## config.mk

```make
export PLATFORM = sky130hd
export DESIGN_NAME = apu_shared_arbiter
export DESIGN_NICKNAME = d
export VERILOG_FILES = /design/src/rtl/apu_shared_arbiter.sv
export SDC_FILE = /design/constraint.sdc
export NUM_CORES = 1
export LEC_CHECK = 0
export BUFFER_PORTS_ARGS = -buffer_cell sky130_fd_sc_hd__clkbuf_2
export CORE_AREA = 2 2 261 263
export DETAILED_ROUTE_END_ITERATION = 10
export DIE_AREA = 0 0 263 265
export HOLD_SLACK_MARGIN = 0.02
export PLACE_DENSITY = 0.3
export SETUP_SLACK_MARGIN = 0.02
export SLEW_MARGIN = 25
export SYNTH_ARGS = -nofsm -noshare
export SYNTH_HDL_FRONTEND = slang
export SYNTH_SLANG_ARGS = --single-unit
```

## constraint.sdc

```tcl
create_clock -name clk -period 2.7 [get_ports clk]
set_input_delay 0.135 -clock clk [delete_from_list [all_inputs] [get_ports clk]]
set_output_delay 0.135 -clock clk [all_outputs]
set_load 0.1 [all_outputs]
```

## src/rtl/apu_shared_arbiter.sv

```systemverilog
// apu_shared_arbiter
//
// Shares one auxiliary processing unit (FPU / DSP-mult / int-div cluster)
// between NCORES core-side request ports.
//
// Each cycle one pending request is picked by round-robin and forwarded to
// the APU. Every accepted operation records its issuing core in an in-order
// tag FIFO. APU results return in issue order, so the FIFO head always names
// the core that owns the current result.
//
// Ports:
//   clk, rst         clock (rising edge), asynchronous active-high reset
//   core_req_i       per-core request
//   core_gnt_o       per-core grant, one-hot or zero
//   core_op_i        per-core opcode, core c at [c*WOP +: WOP]
//   core_operands_i  per-core operands, core c at [c*NARGS*WIDTH +: NARGS*WIDTH]
//   core_flags_i     per-core downstream flags, core c at [c*NDSFLAGS +: NDSFLAGS]
//   core_rvalid_o    per-core result valid, one-hot or zero
//   core_result_o    APU result, broadcast to all cores
//   core_rflags_o    APU result flags, broadcast to all cores
//   apu_req_o        request to the shared APU
//   apu_gnt_i        APU accepts the request
//   apu_op_o         opcode of the selected core
//   apu_operands_o   operands of the selected core
//   apu_flags_o      flags of the selected core
//   apu_rvalid_i     APU result valid
//   apu_result_i     APU result
//   apu_rflags_i     APU result flags
//   busy_o           tag FIFO non-empty (registered)
//   err_o            sticky error: a result arrived with nothing outstanding
module apu_shared_arbiter #(
  parameter int NCORES          = 4,
  parameter int NARGS           = 3,
  parameter int WOP             = 6,
  parameter int NDSFLAGS        = 15,
  parameter int NUSFLAGS        = 5,
  parameter int WIDTH           = 32,
  parameter int MAX_OUTSTANDING = 4
) (
  input  logic                            clk,
  input  logic                            rst,
  input  logic [NCORES-1:0]               core_req_i,
  output logic [NCORES-1:0]               core_gnt_o,
  input  logic [NCORES*WOP-1:0]           core_op_i,
  input  logic [NCORES*NARGS*WIDTH-1:0]   core_operands_i,
  input  logic [NCORES*NDSFLAGS-1:0]      core_flags_i,
  output logic [NCORES-1:0]               core_rvalid_o,
  output logic [WIDTH-1:0]                core_result_o,
  output logic [NUSFLAGS-1:0]             core_rflags_o,
  output logic                            apu_req_o,
  input  logic                            apu_gnt_i,
  output logic [WOP-1:0]                  apu_op_o,
  output logic [NARGS*WIDTH-1:0]          apu_operands_o,
  output logic [NDSFLAGS-1:0]             apu_flags_o,
  input  logic                            apu_rvalid_i,
  input  logic [WIDTH-1:0]                apu_result_i,
  input  logic [NUSFLAGS-1:0]             apu_rflags_i,
  output logic                            busy_o,
  output logic                            err_o
);

  localparam int CW  = $clog2(NCORES);
  localparam int AW  = $clog2(MAX_OUTSTANDING);
  localparam int OPW = NARGS * WIDTH;

  localparam logic [AW:0]   CNT_ONE  = (AW+1)'(1);
  localparam logic [AW:0]   CNT_FULL = (AW+1)'(MAX_OUTSTANDING);
  localparam logic [AW-1:0] PTR_ONE  = AW'(1);
  localparam logic [CW-1:0] SEL_ONE  = CW'(1);
  localparam logic [CW-1:0] SEL_LAST = CW'(NCORES - 1);

  logic [CW-1:0]     rr_ptr;
  logic [CW-1:0]     tag_mem [MAX_OUTSTANDING];
  logic [AW-1:0]     wr_ptr;
  logic [AW-1:0]     rd_ptr;
  logic [AW:0]       count;
  logic [AW:0]       count_next;
  logic              busy;
  logic              err;

  logic [NCORES-1:0] req_vec;
  logic [CW-1:0]     sel;
  logic              sel_valid;
  logic [CW-1:0]     head;
  logic              fifo_full;
  logic              fifo_empty;
  logic              accept;
  logic              pop;

  // Requests are masked while reset is held so the issue-side outputs show
  // their idle values even if cores keep requesting through a reset.
  assign req_vec    = rst ? '0 : core_req_i;

  assign fifo_full  = (count == CNT_FULL);
  assign fifo_empty = (count == '0);
  assign head       = tag_mem[rd_ptr];

  // A full FIFO blocks issue outright; a pop in the same cycle does not
  // free the slot until the following cycle.
  assign apu_req_o  = sel_valid && !fifo_full;
  assign accept     = apu_req_o && apu_gnt_i;

  // A result with nothing outstanding is never attributed to the op being
  // granted in the same cycle; it is dropped and flagged instead.
  assign pop        = apu_rvalid_i && !fifo_empty;

  assign core_result_o = apu_result_i;
  assign core_rflags_o = apu_rflags_i;
  assign busy_o        = busy;
  assign err_o         = err;

  // Round-robin pick: scan cores starting at rr_ptr and wrap modulo NCORES.
  // The inner loop keeps every bit-select index constant.
  always_comb begin
    int idx;
    idx       = 0;
    sel       = '0;
    sel_valid = 1'b0;
    for (int i = 0; i < NCORES; i++) begin
      idx = int'(rr_ptr) + i;
      if (idx >= NCORES) idx = idx - NCORES;
      for (int c = 0; c < NCORES; c++) begin
        if (!sel_valid && (c == idx) && req_vec[c]) begin
          sel       = CW'(c);
          sel_valid = 1'b1;
        end
      end
    end
  end

  // Forward the selected core's operation and decode grant and result-valid
  // strobes. All of these outputs are zero when idle.
  always_comb begin
    apu_op_o       = '0;
    apu_operands_o = '0;
    apu_flags_o    = '0;
    core_gnt_o     = '0;
    core_rvalid_o  = '0;
    for (int c = 0; c < NCORES; c++) begin
      if (sel_valid && (sel == CW'(c))) begin
        apu_op_o       = core_op_i[c*WOP +: WOP];
        apu_operands_o = core_operands_i[c*OPW +: OPW];
        apu_flags_o    = core_flags_i[c*NDSFLAGS +: NDSFLAGS];
      end
      core_gnt_o[c]    = accept && (sel == CW'(c));
      core_rvalid_o[c] = pop && (head == CW'(c));
    end
  end

  // Occupancy after this cycle's push and pop.
  always_comb begin
    count_next = count;
    if (accept && !pop)      count_next = count + CNT_ONE;
    else if (!accept && pop) count_next = count - CNT_ONE;
  end

  // Tag FIFO, round-robin pointer, busy and sticky error state.
  always_ff @(posedge clk or posedge rst) begin
    if (rst) begin
      rr_ptr <= '0;
      wr_ptr <= '0;
      rd_ptr <= '0;
      count  <= '0;
      busy   <= 1'b0;
      err    <= 1'b0;
      for (int i = 0; i < MAX_OUTSTANDING; i++) tag_mem[i] <= '0;
    end else begin
      if (accept) begin
        tag_mem[wr_ptr] <= sel;
        wr_ptr          <= wr_ptr + PTR_ONE;
        rr_ptr          <= (sel == SEL_LAST) ? '0 : sel + SEL_ONE;
      end
      if (pop) rd_ptr <= rd_ptr + PTR_ONE;
      if (apu_rvalid_i && fifo_empty) err <= 1'b1;
      count <= count_next;
      busy  <= (count_next != '0);
    end
  end

endmodule

```

* Yosys cells after proc, flatten, opt, wreduce, memory -nomap -nowiden
Cells that the tools add are included.
W data, S select, Z words.
** Word-level totals
- Flip-flop bits (word level) :: 19
- Bits in latches :: 0
- RAM bits :: 0
- Bits in read-only memories :: 0
- Input bits :: 513
- Output and inout port bits :: 165
- Word-level logic and storage cells :: 184
- Memories :: 0
** Cells by class
- Add/sub/neg operators :: 12
- Multiply operators :: 0
- Div/mod/pow operators :: 0
- $lt $le $gt $ge :: 7
- Equal/unequal tests :: 19
- Shifts and indexed selects :: 0
- Multiplexer cells :: 57
- Bitwise gates (word level) :: 2
- Reduce and logical (&&, ||, !) cells :: 77
** Operator list (count)
- $mux W96 :: 4
- $eq A3 B32 Y1 const A :: 8
- $eq A2 B32 Y1 const A :: 4
- $logic_not A32 Y1 :: 4
- $mux W32 :: 4
- $mux W15 :: 4
- $logic_and A1 B1 Y1 :: 50
- $mux W2 :: 18
- $mux W6 :: 4
- $logic_not A1 Y1 :: 19
- $mux W1 :: 17
- $ge A3 B3 Y1 const B :: 5
- $sub A3 B3 Y4 const B :: 3
- $bwmux W8 :: 1
- $eq A2 B2 Y1 const B :: 4
- $add A2 B1 Y2 const B :: 3
- $add A2 B2 Y3 const B :: 2
- $mux W3 :: 2
- $not A2 Y3 :: 2
- $bmux W2 S2 :: 1
- $demux W2 S2 :: 1
- $eq A2 B1 Y1 const B :: 2
- $logic_not A2 Y1 :: 2
- $mux W4 :: 1
- 9 further kinds :: 9

* Logic depth before layout (Yosys ltp)
- Depth after elaboration :: 72
- Depth in mapped cells :: 12
- Depth with buffers taken out :: 9

* Worst setup path before layout
OpenSTA, ideal clock, no wires.
- Kind :: register -> output
- Start point :: reg rr_ptr[1]
- End point :: out apu_operands_o[62]
- Arrival time :: 3.705 ns
- Data required time :: 2.565 ns
- Path slack :: -1.140 ns
- Cell stages (with the launch flop) :: 11
- Path buffers :: 3
- Cell sequence :: dfrtp_1 mux2i_1 nor2_1 a2111oi_4 inv_1 ha_1 buf_2 buf_1 clkbuf_1 a211o_1 a21oi_1
** Between the ends
- Longest elaborated chain between the ends :: 71
- Elaborated cells between the ends (all ways) :: 120
- Those cells by class :: add/sub (7); order compare (4); eq/ne (15); mux (39); reduce/logical (55)
** Ends and longest elaborated chain
- from (decl) :: RTL line 72 : logic [CW-1:0] rr_ptr;
- from (signal assigned) :: RTL line 171 : rr_ptr <= (sel == SEL_LAST) ? '0 : sel + SEL_ONE;
- $sub A2 B3 Y4 or $ge A2 B3 Y1 (tied branches) :: RTL line 121 : if (idx >= NCORES) idx = idx - NCORES;
- $mux W32 :: RTL line 121
- $logic_not A32 Y1 :: RTL line 123 : if (!sel_valid && (c == idx) && req_vec[c]) begin
- $logic_and A1 B1 Y1 :: RTL line 123
- $mux W1 :: RTL line 123
- $logic_not A1 Y1 :: RTL line 123
- $logic_and A1 B1 Y1 (2 in a row) :: RTL line 123
- $mux W1 :: RTL line 123
- [52 not listed]
- $logic_not A1 Y1 :: RTL line 123
- $logic_and A1 B1 Y1 (2 in a row) :: RTL line 123
- $mux W2 (*) :: RTL line 123
- via sel[0] :: RTL line 82 : logic [CW-1:0] sel;
- $logic_not A2 Y1 :: RTL line 140 : if (sel_valid && (sel == CW'(c))) begin
- $logic_and A1 B1 Y1 :: RTL line 140
- $mux W96 (3 in a row) :: RTL line 140
- $mux W96 (*) :: RTL line 140
- to (decl) :: RTL line 53 : output logic [NARGS*WIDTH-1:0] apu_operands_o,
The timed path passes the listed nets; every way through them passes the cells marked *.

* Worst setup path after layout
- Start point :: reg rr_ptr[1]
- End point :: out apu_operands_o[73]
The elaborated chain is that of the path after synthesis.

==> impl_metrics.env <==
export IMPL_wirelength_met1_mm=17.24
export IMPL_cts_hold_buffers=0
export IMPL_synth_sequential_area_ratio_pct=8.463
export IMPL_power_share_switching_pct=57.95
export IMPL_dp_hpwl_mm=36.11
export IMPL_power_frac_clock_pct=2.8
export IMPL_met3_wirelength_mm=3.147
export IMPL_grt_antenna_before_repair=8
export IMPL_crit_top_cell="sky130_fd_sc_hd__buf_12"
export IMPL_p_per_area_mw_per_mm2=771.0
export IMPL_finalCriticalPeriod_ns=2.939
export IMPL_drt_first_pass_iters=4
export IMPL_syn_inst=916
export IMPL_drive_above_1_share_pct=66.18
export IMPL_yosys_register_bits=19
export IMPL_mappedNetlistArea_mm2=0.005618
export IMPL_yosysUniqueCellTypes=40
export IMPL_tightestPinTransition_ns=0.6303
export IMPL_timing_final_setup_violations=115
export IMPL_globalRoute_totalOverflow=0
export IMPL_boundaryPins=678
export IMPL_final_cell_count_no_fill=2382
export IMPL_hp_class="in2async"
export IMPL_share_of_the_clock_period_used_by_the_worst_path_pct=108.8
export IMPL_rsz0062_at_grt="true"
export IMPL_path_delay_family="compound AO/OA/AOI/OAI gates"
export IMPL_dr_total_vias=9199
export IMPL_worst_endpoint_arrival_ns=2.80
export IMPL_timing_critical_path_buf_inv=4
export IMPL_timing_worst_setup_path_type="reg2out"
export IMPL_wl_met2_mm=23.32
export IMPL_critical_path_slowest_cell="sky130_fd_sc_hd__dfrtp_1"
export IMPL_wl_per_cell_um=18.82
export IMPL_maxSlewViolCount=0
export IMPL_final_setup_worst_slack_ns=-0.2387
export IMPL_grt_first_pass_wirelength_mm=62.48
export IMPL_leakage_uw=0.006464
export IMPL_dp_cells=2345
export IMPL_maxcap_viol_count=0
export IMPL_crit_path_end_kind="output port"
export IMPL_grt_max_degree=70
export IMPL_top_signal_layer_used="met5"
export IMPL_status="complete, but fails checks"
export IMPL_rows=95
export IMPL_cts_htree_levels=1
export IMPL_synthesis_area_per_instance_um2=6.133
export IMPL_p_total_uw=11220
export IMPL_first_iter_violations=343
export IMPL_placement_io_buffers=603
export IMPL_power_report_internal_total_uw=4718
export IMPL_yosys_warnings=0
export IMPL_pwr_share_seq_pct=4.7
export IMPL_synth_edff_count=0
export IMPL_die_area_mm2=0.06970
export IMPL_avgViaCountPerCell=3.862
export IMPL_ant_nets=0
export IMPL_first_global_vias=9601
export IMPL_timing_critical_path_cells="a21oi_1, o21a_1, o221a_4, inv_4, ha_4, nor2b_4, buf_6, buf_12, a221oi_1, a211o_1, a21oi_4, buf_12"
export IMPL_critPathRequiredTime_ns=2.57
export IMPL_path_clk_slew_ns=0.06
export IMPL_ir_worst_vdd_mv=0.2882
export IMPL_globalRouteTotalUtil_pct=11.67
export IMPL_final_fill_count=7445
export IMPL_place_congestion=0.8706
export IMPL_initial_core_utilization_pct=8.410
export IMPL_violations="setup timing"
export IMPL_detail_route_wirelength_mm=44.83
export IMPL_ctsRootBufferMaster="sky130_fd_sc_hd__clkbuf_16"
export IMPL_sw_pwr_uw=6501
export IMPL_hold_viol=0
export IMPL_clk_path_buf_depth=2
export IMPL_cts_made_buffers=3
export IMPL_clock_latency_on_the_worst_skew_pair_ns=0.25
export IMPL_max_freq_mhz=340.3
export IMPL_critical_path_max_stage_delay_ns=0.39
export IMPL_final_net_count=2030
export IMPL_worstSetupStartpointType="flop"
export IMPL_die_w_um=263
export IMPL_clock_sink_count=19
export IMPL_async_reset_ff_share_pct=100.0
export IMPL_design_core_area_mm2=0.06680
export IMPL_area_growth_pct=159.0
export IMPL_drc=0
export IMPL_max_slew_margin_rel_pct=57.98
export IMPL_die_h_um=265
export IMPL_power_frac_comb_pct=92.5
export IMPL_tritoncts="built"
export IMPL_synthFlopType="sky130_fd_sc_hd__dfrtp_1"
export IMPL_synthesis_nets=1440
export IMPL_worst_clock_skew_ns=0.003370
export IMPL_cp_max_fo=17
sequential cells by signal, summed over array words and instances (netlist names):
signal	cells
rd_ptr	2
rr_ptr	2
err_o	1
tag_mem	8
busy_o	1
count	3
wr_ptr	2
final cells by class:
type	count	area (um2)	share of cell area [%]
Multi-Input combinational cell	634	5972	41.04
Inverter	128	483.0	3.319
Clock buffer	3	75.07	0.5159
Antenna cell	4	10.01	0.06879
Clock inverter	1	5.005	0.03439
Timing Repair Buffer	720	6439	44.25
Sequential cell	19	475.5	3.267
Tap cell	873	1092	7.506
through the flow:
step / TNS, ns / utilization (%) / instance area [um2] / worst slack [ns] / hold slack, ns
2_1_floorplan: -13.37 / - / 6917 / -0.4066 / 0.09442
3_3_place_gp: -2.215 / 19.60 / 13090 / -0.2771 / 0.2707
3_5_place_dp: -2.232 / 19.60 / 13090 / -0.2595 / 0.2707
4_1_cts: -21.17 / 20.77 / 13870 / -0.2791 / 0.06786
5_1_grt: -36.07 / 21.78 / 14550 / -0.4206 / 0.1112
6_report: -15.98 / 21.78 / 14550 / -0.2387 / 0.05919
logic make-up (layout without fill, tap and decap cells):
kind of cell               count (synthesis)  in the layout  synth area share, %
AOI/OAI and AO/OA                        410            410                50.11
xor gates and xnor gates                   6              6               0.9354
adders and majority gates                 12             12                2.650
buffers and inverters                    263            852                21.07
DFF                                       19             19                8.463
muxes                                     13             13                2.940
other                                      0              4                    0
and+or+nand+nor                          193            193                13.83
path summary, 6_finish.rpt:
path,start,to,slack [ns],cells past startpoint
setup / recovery,rr_ptr[1]$_DFFE_PP0P_,apu_operands_o[73],-0.24,12
hold / removal,rst,rr_ptr[1]$_DFFE_PP0P_,0.06,3
setup reg to reg,count[0]$_DFF_PP0_,tag_mem[5]$_DFFE_PP0P_,0.65,6
hold reg to reg,err_o$_DFFE_PP0P_,err_o$_DFFE_PP0P_,0.47,1
max in group asynchronous,rst,rd_ptr[1]$_DFFE_PP0P_,2.43,3
min in group clk,apu_rvalid_i,err_o$_DFFE_PP0P_,0.19,2
routing by layer:
metal | global-route usage [%] | vias up
li1 | - | 4413
met1 | 13.39 | 4283
met2 | 21.52 | 442
met3 | 2.768 | 55
met4 | 3.042 | 6
met5 | 0 | -
Yosys cell counts, types with 3 or more instances:
| library cell | number | area (um2) |
|---|---|---|
| sky130_fd_sc_hd__buf_1 | 8 | 30.03 |
| sky130_fd_sc_hd__xnor2_1 | 5 | 43.79 |
| sky130_fd_sc_hd__ha_1 | 11 | 137.6 |
| sky130_fd_sc_hd__mux2_2 | 6 | 67.56 |
| sky130_fd_sc_hd__dfrtp_1 | 19 | 475.5 |
| sky130_fd_sc_hd__o21ai_0 | 42 | 210.2 |
| sky130_fd_sc_hd__a22oi_1 | 38 | 285.3 |
| sky130_fd_sc_hd__a221oi_1 | 79 | 691.9 |
| sky130_fd_sc_hd__buf_2 | 22 | 110.1 |
| sky130_fd_sc_hd__and2_1 | 5 | 31.28 |
| sky130_fd_sc_hd__nand2b_1 | 3 | 18.77 |
| sky130_fd_sc_hd__nor2_1 | 47 | 176.4 |
| sky130_fd_sc_hd__inv_1 | 128 | 480.5 |
| sky130_fd_sc_hd__buf_4 | 43 | 322.8 |
| sky130_fd_sc_hd__nand2_1 | 127 | 476.7 |
| sky130_fd_sc_hd__clkbuf_1 | 61 | 229.0 |
| sky130_fd_sc_hd__a21oi_1 | 163 | 815.8 |
| sky130_fd_sc_hd__mux2i_1 | 3 | 30.03 |
| sky130_fd_sc_hd__a211o_1 | 79 | 691.9 |
power by group through the flow:
| stage | clock (uW) | combinational (uW) | sequential [uW] |
|---|---|---|---|
| 2_1_floorplan | 0 | 6370 | 533 |
| 3_3_place_gp | 0 | 9500 | 532 |
| 3_5_place_dp | 0 | 9500 | 535 |
| 4_1_cts | 320 | 10100 | 531 |
| 5_1_grt | 335 | 10900 | 554 |
| 6_report | 311 | 10400 | 528 |
cell usage in the layout, fill, tap and decap left out, types with 3 or more instances in the layout:
cell and count:
sky130_fd_sc_hd__buf_4 46, sky130_fd_sc_hd__buf_8 5, sky130_fd_sc_hd__ha_1 7, sky130_fd_sc_hd__clkbuf_16 8, sky130_fd_sc_hd__mux2i_1 3, sky130_fd_sc_hd__o21ai_1 24
sky130_fd_sc_hd__xnor2_1 5, sky130_fd_sc_hd__a21oi_2 26, sky130_fd_sc_hd__buf_12 156, sky130_fd_sc_hd__dfrtp_1 19, sky130_fd_sc_hd__inv_1 126, sky130_fd_sc_hd__clkbuf_2 482
sky130_fd_sc_hd__buf_6 22, sky130_fd_sc_hd__nand2b_1 3, sky130_fd_sc_hd__a21oi_4 84, sky130_fd_sc_hd__ha_4 4, sky130_fd_sc_hd__and2_1 3, sky130_fd_sc_hd__a22oi_2 36
sky130_fd_sc_hd__a221oi_4 6, sky130_fd_sc_hd__o21ai_2 7, sky130_fd_sc_hd__buf_16 4, sky130_fd_sc_hd__diode_2 4, sky130_fd_sc_hd__a221oi_2 46, sky130_fd_sc_hd__a21oi_1 53
sky130_fd_sc_hd__nand2_1 126, sky130_fd_sc_hd__mux2_2 6, sky130_fd_sc_hd__a221oi_1 28, sky130_fd_sc_hd__a211o_1 77, sky130_fd_sc_hd__nor2_4 38, sky130_fd_sc_hd__nor2_1 8
sky130_fd_sc_hd__o21ai_0 11
worst reg2reg max path, stage by stage, from the launching register on:
cell and delay (ns):
sky130_fd_sc_hd__dfrtp_1 0.43, sky130_fd_sc_hd__inv_1 0.10, sky130_fd_sc_hd__ha_1 0.30, sky130_fd_sc_hd__a2111oi_4 0.31
sky130_fd_sc_hd__buf_4 0.34, sky130_fd_sc_hd__nand2_1 0.16, sky130_fd_sc_hd__mux2_2 0.29
repair_timing:
| item | CTS | global route |
|---|---|---|
| gates cloned | 2 | 7 |
| gates resized for setup | 112 | 118 |
| endpoints found under the setup margin | 118 | 119 |
| setup buffers | 15 | 6 |
| pin swaps | 45 | 44 |
Power figures use the tool's default switching activity.
